**src/rtl/if_id_stage_pkg.sv**
```systemverilog
// rtl/if_id_stage_pkg.sv - shared CPU constants, PCSrc encodings and fetch-stage helpers
package if_id_stage_pkg;

  localparam logic [31:0] RESET_VECTOR = 32'h8000_0000;
  localparam logic [31:0] ILLOP_VECTOR = 32'h8000_0004;
  localparam logic [31:0] XADR_VECTOR  = 32'h8000_0008;
  localparam logic [31:0] NOP_INSTR    = 32'h0000_0000;

  localparam logic [2:0] PCSRC_PLUS4 = 3'b000;
  localparam logic [2:0] PCSRC_JR    = 3'b010;
  localparam logic [2:0] PCSRC_JUMP  = 3'b011;
  localparam logic [2:0] PCSRC_ILLOP = 3'b100;
  localparam logic [2:0] PCSRC_XADR  = 3'b101;

  typedef enum logic [1:0] {
    ACT_FETCH = 2'd0,
    ACT_FLUSH = 2'd1,
    ACT_HOLD  = 2'd2
  } if_act_e;

  function automatic logic [31:0] word_align(input logic [31:0] addr);
    return {addr[31:2], 2'b00};
  endfunction

  function automatic logic [15:0] sat_inc(input logic [15:0] cnt);
    return (cnt == 16'hFFFF) ? cnt : cnt + 16'd1;
  endfunction

endpackage

```
**src/rtl/if_id_stage_pc_next_sel.sv**
```systemverilog
// rtl/if_id_stage_pc_next_sel.sv - first-match next-PC and IF/ID action select
module pc_next_sel
  import if_id_stage_pkg::*;
(
  input  logic        branch_taken_i,
  input  logic [31:0] branch_target_i,
  input  logic [2:0]  pcsrc_i,
  input  logic        stall_i,
  input  logic [31:0] jr_target_i,
  input  logic [31:0] jump_target_i,
  input  logic [31:0] pc_i,
  input  logic [31:0] pc_plus4_i,
  output logic [31:0] next_pc_o,
  output if_act_e     act_o
);

  logic [31:0] raw_pc;

  // EX redirect and traps beat the load-use stall; ID jumps yield to it.
  always_comb begin
    raw_pc = pc_plus4_i;
    act_o  = ACT_FETCH;
    if (branch_taken_i) begin
      raw_pc = branch_target_i;
      act_o  = ACT_FLUSH;
    end else if (pcsrc_i == PCSRC_ILLOP) begin
      raw_pc = ILLOP_VECTOR;
      act_o  = ACT_FLUSH;
    end else if (pcsrc_i == PCSRC_XADR) begin
      raw_pc = XADR_VECTOR;
      act_o  = ACT_FLUSH;
    end else if (stall_i) begin
      raw_pc = pc_i;
      act_o  = ACT_HOLD;
    end else if (pcsrc_i == PCSRC_JR) begin
      raw_pc = jr_target_i;
      act_o  = ACT_FLUSH;
    end else if (pcsrc_i == PCSRC_JUMP) begin
      raw_pc = jump_target_i;
      act_o  = ACT_FLUSH;
    end
  end

  assign next_pc_o = word_align(raw_pc);

endmodule

```
**src/rtl/if_id_stage.sv**
```systemverilog
// rtl/if_id_stage.sv - PC register, IF/ID pipeline register and stall/flush counters
module if_id_stage
  import if_id_stage_pkg::*;
(
  input  logic        clk,
  input  logic        reset,
  input  logic        Stall,
  input  logic [2:0]  PCSrc,
  input  logic [31:0] ID_JrTarget,
  input  logic [31:0] ID_JumpTarget,
  input  logic        EX_BranchTaken,
  input  logic [31:0] EX_BranchTarget,
  input  logic [31:0] Instruction_in,
  output logic [31:0] PC,
  output logic [31:0] IF_ID_Instruction,
  output logic [31:0] IF_ID_PC_plus4,
  output logic        IF_ID_Valid,
  output logic [15:0] StallCycles,
  output logic [15:0] FlushCount
);

  logic [31:0] pc_q, pc_d;
  logic [31:0] instr_q, instr_d;
  logic [31:0] pc4_q, pc4_d;
  logic        valid_q, valid_d;
  logic [15:0] stall_cnt_q, stall_cnt_d;
  logic [15:0] flush_cnt_q, flush_cnt_d;
  logic [31:0] pc_plus4;
  logic [31:0] next_pc;
  if_act_e     act;

  // Bit 31 is the supervisor flag; only the low 31 bits advance.
  assign pc_plus4 = {pc_q[31], pc_q[30:0] + 31'd4};

  pc_next_sel u_pc_next_sel (
    .branch_taken_i  (EX_BranchTaken),
    .branch_target_i (EX_BranchTarget),
    .pcsrc_i         (PCSrc),
    .stall_i         (Stall),
    .jr_target_i     (ID_JrTarget),
    .jump_target_i   (ID_JumpTarget),
    .pc_i            (pc_q),
    .pc_plus4_i      (pc_plus4),
    .next_pc_o       (next_pc),
    .act_o           (act)
  );

  always_comb begin
    pc_d        = next_pc;
    instr_d     = instr_q;
    pc4_d       = pc4_q;
    valid_d     = valid_q;
    stall_cnt_d = stall_cnt_q;
    flush_cnt_d = flush_cnt_q;
    case (act)
      ACT_FLUSH: begin
        instr_d     = NOP_INSTR;
        pc4_d       = 32'h0000_0000;
        valid_d     = 1'b0;
        flush_cnt_d = sat_inc(flush_cnt_q);
      end
      ACT_HOLD: begin
        stall_cnt_d = sat_inc(stall_cnt_q);
      end
      default: begin
        instr_d = Instruction_in;
        pc4_d   = pc_plus4;
        valid_d = 1'b1;
      end
    endcase
  end

  always_ff @(posedge clk) begin
    if (reset) begin
      pc_q        <= RESET_VECTOR;
      instr_q     <= NOP_INSTR;
      pc4_q       <= 32'h0000_0000;
      valid_q     <= 1'b0;
      stall_cnt_q <= 16'h0000;
      flush_cnt_q <= 16'h0000;
    end else begin
      pc_q        <= pc_d;
      instr_q     <= instr_d;
      pc4_q       <= pc4_d;
      valid_q     <= valid_d;
      stall_cnt_q <= stall_cnt_d;
      flush_cnt_q <= flush_cnt_d;
    end
  end

  assign PC                = pc_q;
  assign IF_ID_Instruction = instr_q;
  assign IF_ID_PC_plus4    = pc4_q;
  assign IF_ID_Valid       = valid_q;
  assign StallCycles       = stall_cnt_q;
  assign FlushCount        = flush_cnt_q;

endmodule

```
**config.mk**
```make
export PLATFORM = sky130hd
export DESIGN_NAME = if_id_stage
export DESIGN_NICKNAME = d
export VERILOG_FILES = /design/src/rtl/if_id_stage_pkg.sv /design/src/rtl/if_id_stage_pc_next_sel.sv /design/src/rtl/if_id_stage.sv
export SDC_FILE = /design/constraint.sdc
export NUM_CORES = 1
export LEC_CHECK = 0
export CORE_MARGIN = 2
export CORE_UTILIZATION = 40
export CTS_CLUSTER_DIAMETER = 120
export DETAILED_ROUTE_END_ITERATION = 6
export HOLD_SLACK_MARGIN = 0.08
export PLACE_DENSITY = 0.83
export REMOVE_ABC_BUFFERS = 1
export SYNTH_ARGS = -nofsm -noshare
export SYNTH_HDL_FRONTEND = slang
export SYNTH_HIERARCHICAL = 1
export SYNTH_SLANG_ARGS = --single-unit
```
**constraint.sdc**
```tcl
create_clock -name clk -period 2.4 [get_ports clk]
set_input_delay 0.48 -clock clk [delete_from_list [all_inputs] [get_ports clk]]
set_output_delay 0.48 -clock clk [all_outputs]
set_load 0.005 [all_outputs]
```
==> impl_metrics.py <==
metrics = {
    "placed_design": {
        "routabilityCongestion": 0.850,
        "dp_hpwl_um": 16000,
        "post-place-cells": 1311,
        "io_buffers": 257,
    },
    "floorplanning": {
        "core_um2": 17100,
        "ios": 264,
        "dieArea_um2": 18300,
        "die_w_um": 135,
        "start_util_pct": 40.4,
        "die_h_um": 135,
        "rows": 48,
    },
    "sta": {
        "finalCriticalPeriod_ns": 2.29,
        "fmax_mhz": 437,
        "maxSlewViolCount": 0,
        "worstMarginPinSlew_ns": 0.641,
        "post-route-period-util_pct": 95.3,
        "final.setup_skew_ns": 0.00673,
        "slew_headroom_pct": 56.9,
        "finalSetupViolations": 0,
        "finalHoldViolCount": 0,
    },
    "worst_setup_path": {
        "slowest_delay_ns": 0.49,
        "cp.arrival_ns": 2.56,
        "required_ns": 2.67,
        "critical_path.cell_chain": "clkdlybuf4s50_1 -> and2b_1 -> nor2_2 -> and2_2 -> buf_4 -> buf_12 -> mux2i_1 -> nor2_1 -> a21oi_1 -> nor2_1",
        "path_depth": 10,
        "rr_startpoint": "PC[13]$_SDFF_PP0_",
        "cpMostUsedCell": "nor2_1",
        "critPathSlowestCell": "clkdlybuf4s50_1",
        "cp-endpoint": "IF_ID_Instruction[15]$_SDFFE_PP0N_",
        "critPathLaunchType": "input port",
        "cp_max_fo": 16,
        "path_class": "input port to flop",
        "critPathLaunch": "PCSrc[1]",
        "worstSetupEndpointType": "flop",
        "r2r-end": "PC[25]$_SDFF_PP0_",
        "cp.buffers_inverters": 3,
        "cp_top_family": "buffers and inverters",
        "ff2ff_path_depth": 9,
        "r2r_setup_slack_ns": 0.17,
    },
    "cts": {
        "cts.sinks": 129,
        "h-tree-depth": 4,
        "hold_buffers": 0,
        "cts_tree": "yes",
        "numCtsBuffers": 17,
        "clockBufferDepth": 2,
        "cts-root-buf": "clkbuf_16",
        "cts.clk_slew.worst_paths_ns": 0.06,
        "clk_latency_ns": 0.41,
    },
    "finish": {
        "final_common_cell": "clkdlybuf4s50_1",
        "fin_nets": 1243,
        "final_cell_mix": "254 x clkdlybuf4s50_1, 149 x nor2_1, 128 x dfxtp_1, 82 x nand2_1, 67 x mux2i_1",
        "drive_gt1_share_pct": 9.16,
        "fin_util_pct": 61.2,
        "finalNonFillerCells": 1339,
        "n_antenna_cell": 0,
        "areaGrowthSynthToFinish_pct": 51.6,
        "fillers": 1468,
    },
    "pwr": {
        "power.density_nw_per_um2": 554,
        "ir_drop_uv": 449,
        "leakagePower_nw": 3.95,
    },
    "yosys": {
        "synth_compound_area_share_pct": 15.7,
        "syn_area_per_cell_um2": 8.16,
        "ys.flop_type": "dfxtp_1",
        "synth_edf_count": 0,
        "syn-instance-count": 847,
        "synth-seq-cells": 129,
        "synthMuxAreaShare_pct": 10.0,
        "synthAdderAreaFrac_pct": 0.543,
        "synthesis.area_um2": 6910,
        "synth_xor_area_share_pct": 6.68,
        "synth.distinct_cells": 57,
        "async_flop_share_pct": 0,
        "synthSimpleGateAreaFrac_pct": 24.6,
        "synth_top_family_by_area": "simple AND/OR/NAND/NOR gates",
        "ys_seq_area_share_pct": 37.4,
        "ys_warn_count": 6,
    },
    "route": {
        "remaining_drc_errors": 0,
        "routed_wl_um": 21900,
        "viasPerCell": 5.31,
        "drt_iter0_drc": 397,
        "drt-wirelength-per-cell_um": 16.4,
        "via_count": 7116,
        "first_pass_iters": 5,
        "ant_nets": 0,
    },
    "global_route": {
        "antenna_found_initial": 0,
        "overflow": 0,
        "grt_max_degree": 55,
        "grtUsageTotal_pct": 23.9,
        "grt_pass1_vias": 6788,
        "grt_pass1_wl_um": 34700,
    },
    "hold_path": {
        "hold_class": "input port to flop",
    },
    "flow_run": {
        "drv_cap": 0,
    },
    "outcome": {
        "status": "complete, no violations",
    },
}
==> synth_stat cells (2+ instances only) <==
library cell	number	area (µm²)
nor2_1	151	567
dfxtp_1	129	2580
nand2_1	82	308
mux2i_1	67	671
a21oi_1	49	245
clkbuf_1	42	158
o21ai_0	41	205
nor2b_1	34	213
xnor2_1	27	236
a221o_1	26	260
nand4_1	23	144
xor2_1	22	193
nand3_1	20	100
a32o_1	14	140
buf_2	12	60.1
inv_1	12	45.0
and3_1	10	62.6
nor3_1	8	40.0
and2_1	5	31.3
and4_1	5	43.8
buf_4	5	37.5
o21ba_2	5	50.1
or3_1	5	31.3
a211oi_1	3	22.5
a22oi_1	3	22.5
buf_1	3	11.3
buf_6	3	33.8
ha_1	3	37.5
nand2b_1	3	18.8
or2_2	3	18.8
mux2_2	2	22.5
nor4_1	2	12.5
o221a_2	2	22.5
o22ai_1	2	12.5
xnor2_2	2	32.5
==> worst min-delay path by stage <==
stage,endpoint,from,cells after the start,slack (ns)
after floorplan,IF_ID_Valid$_SDFFE_PP0N_,IF_ID_Valid$_SDFFE_PP0N_,1,0.46
after global placement,IF_ID_PC_plus4[20]$_SDFFE_PP0N_,IF_ID_PC_plus4[20]$_SDFFE_PP0N_,1,0.45
after detailed placement,IF_ID_PC_plus4[14]$_SDFFE_PP0N_,IF_ID_PC_plus4[14]$_SDFFE_PP0N_,1,0.45
after CTS,PC[22]$_SDFF_PP0_,reset,2,0.27
after global routing,PC[22]$_SDFF_PP0_,reset,2,0.27
final,PC[22]$_SDFF_PP0_,reset,2,0.29
==> what timing repair did <==
action,4_1_cts,5_1_grt
gates resized for setup,0,3
setup endpoints to repair,0,7
setup buffers,0,0
==> stage by stage <==
| stage | cell area, µm² | TNS (ns) | total power, W | worst slack (ns) | hold slack [ns] |
|---|---|---|---|---|---|
| floorplan | 6610 | -229.81 | 0.00272 | -2.80 | 0.465 |
| global placement | 9900 | -14.19 | 0.00332 | -0.288 | 0.448 |
| detailed placement | 9900 | -19.43 | 0.00334 | -0.420 | 0.455 |
| CTS | 10500 | 0 | 0.00584 | 0.00935 | 0.270 |
| global route | 10500 | -0.00315 | 0.00604 | -0.00315 | 0.273 |
| finish | 10500 | 0 | 0.00580 | 0.114 | 0.294 |
==> routing by layer <==
| layer | routed length [µm] | vias up | global-route usage (%) |
|---|---|---|---|
| met1 | 9190 | 3328 | 30.0 |
| met3 | 1220 | 42 | 4.71 |
| li1 | - | 3479 | - |
| met5 | 0 | - | 0 |
| met2 | 10900 | 267 | 40.2 |
| met4 | 629 | 0 | 9.90 |
==> state kept, by name, summed over array words and instances, names as in the netlist <==
signal	flops
IF_ID_Instruction	32
IF_ID_PC_plus4	32
PC	32
FlushCount	16
StallCycles	16
IF_ID_Valid	1
==> power by group <==
group          switching [W]  internal (W)  leakage (nW)
clock network       0.000888       0.00161         0.280
logic               0.000423      0.000577          2.62
registers          0.0000780       0.00223          1.05
==> worst reg2reg max path: stages (launching register included) <==
cell     delay, ns
dfxtp_1       0.47
nand3_4       0.13
nor4_4        0.27
buf_4         0.22
nand4_1       0.19
xnor2_2       0.20
nand2_1       0.08
o21ai_0       0.08
a221o_1       0.33
nor2b_1       0.12
==> layout make-up <==
| type | instances | area [µm²] | area share [%] |
|---|---|---|---|
| Inverter | 12 | 45.0 | 0.430 |
| Timing Repair Buffer | 303 | 2990 | 28.6 |
| Multi-Input combinational cell | 642 | 4000 | 38.2 |
| Clock inverter | 6 | 82.6 | 0.788 |
| Tap cell | 225 | 282 | 2.69 |
| Clock buffer | 22 | 484 | 4.62 |
| Sequential cell | 129 | 2580 | 24.7 |
==> cells by family (layout without fill, tap and decap cells) <==
logic type,count (synthesis),count (layout)
buf+inv,77,343
xor+xnor,51,51
fa+ha+maj,3,3
compound gates,156,156
mux,69,69
simple gates,361,361
other cells,1,2
flops,129,129
No activity file was read; power rests on OpenSTA's default activity.
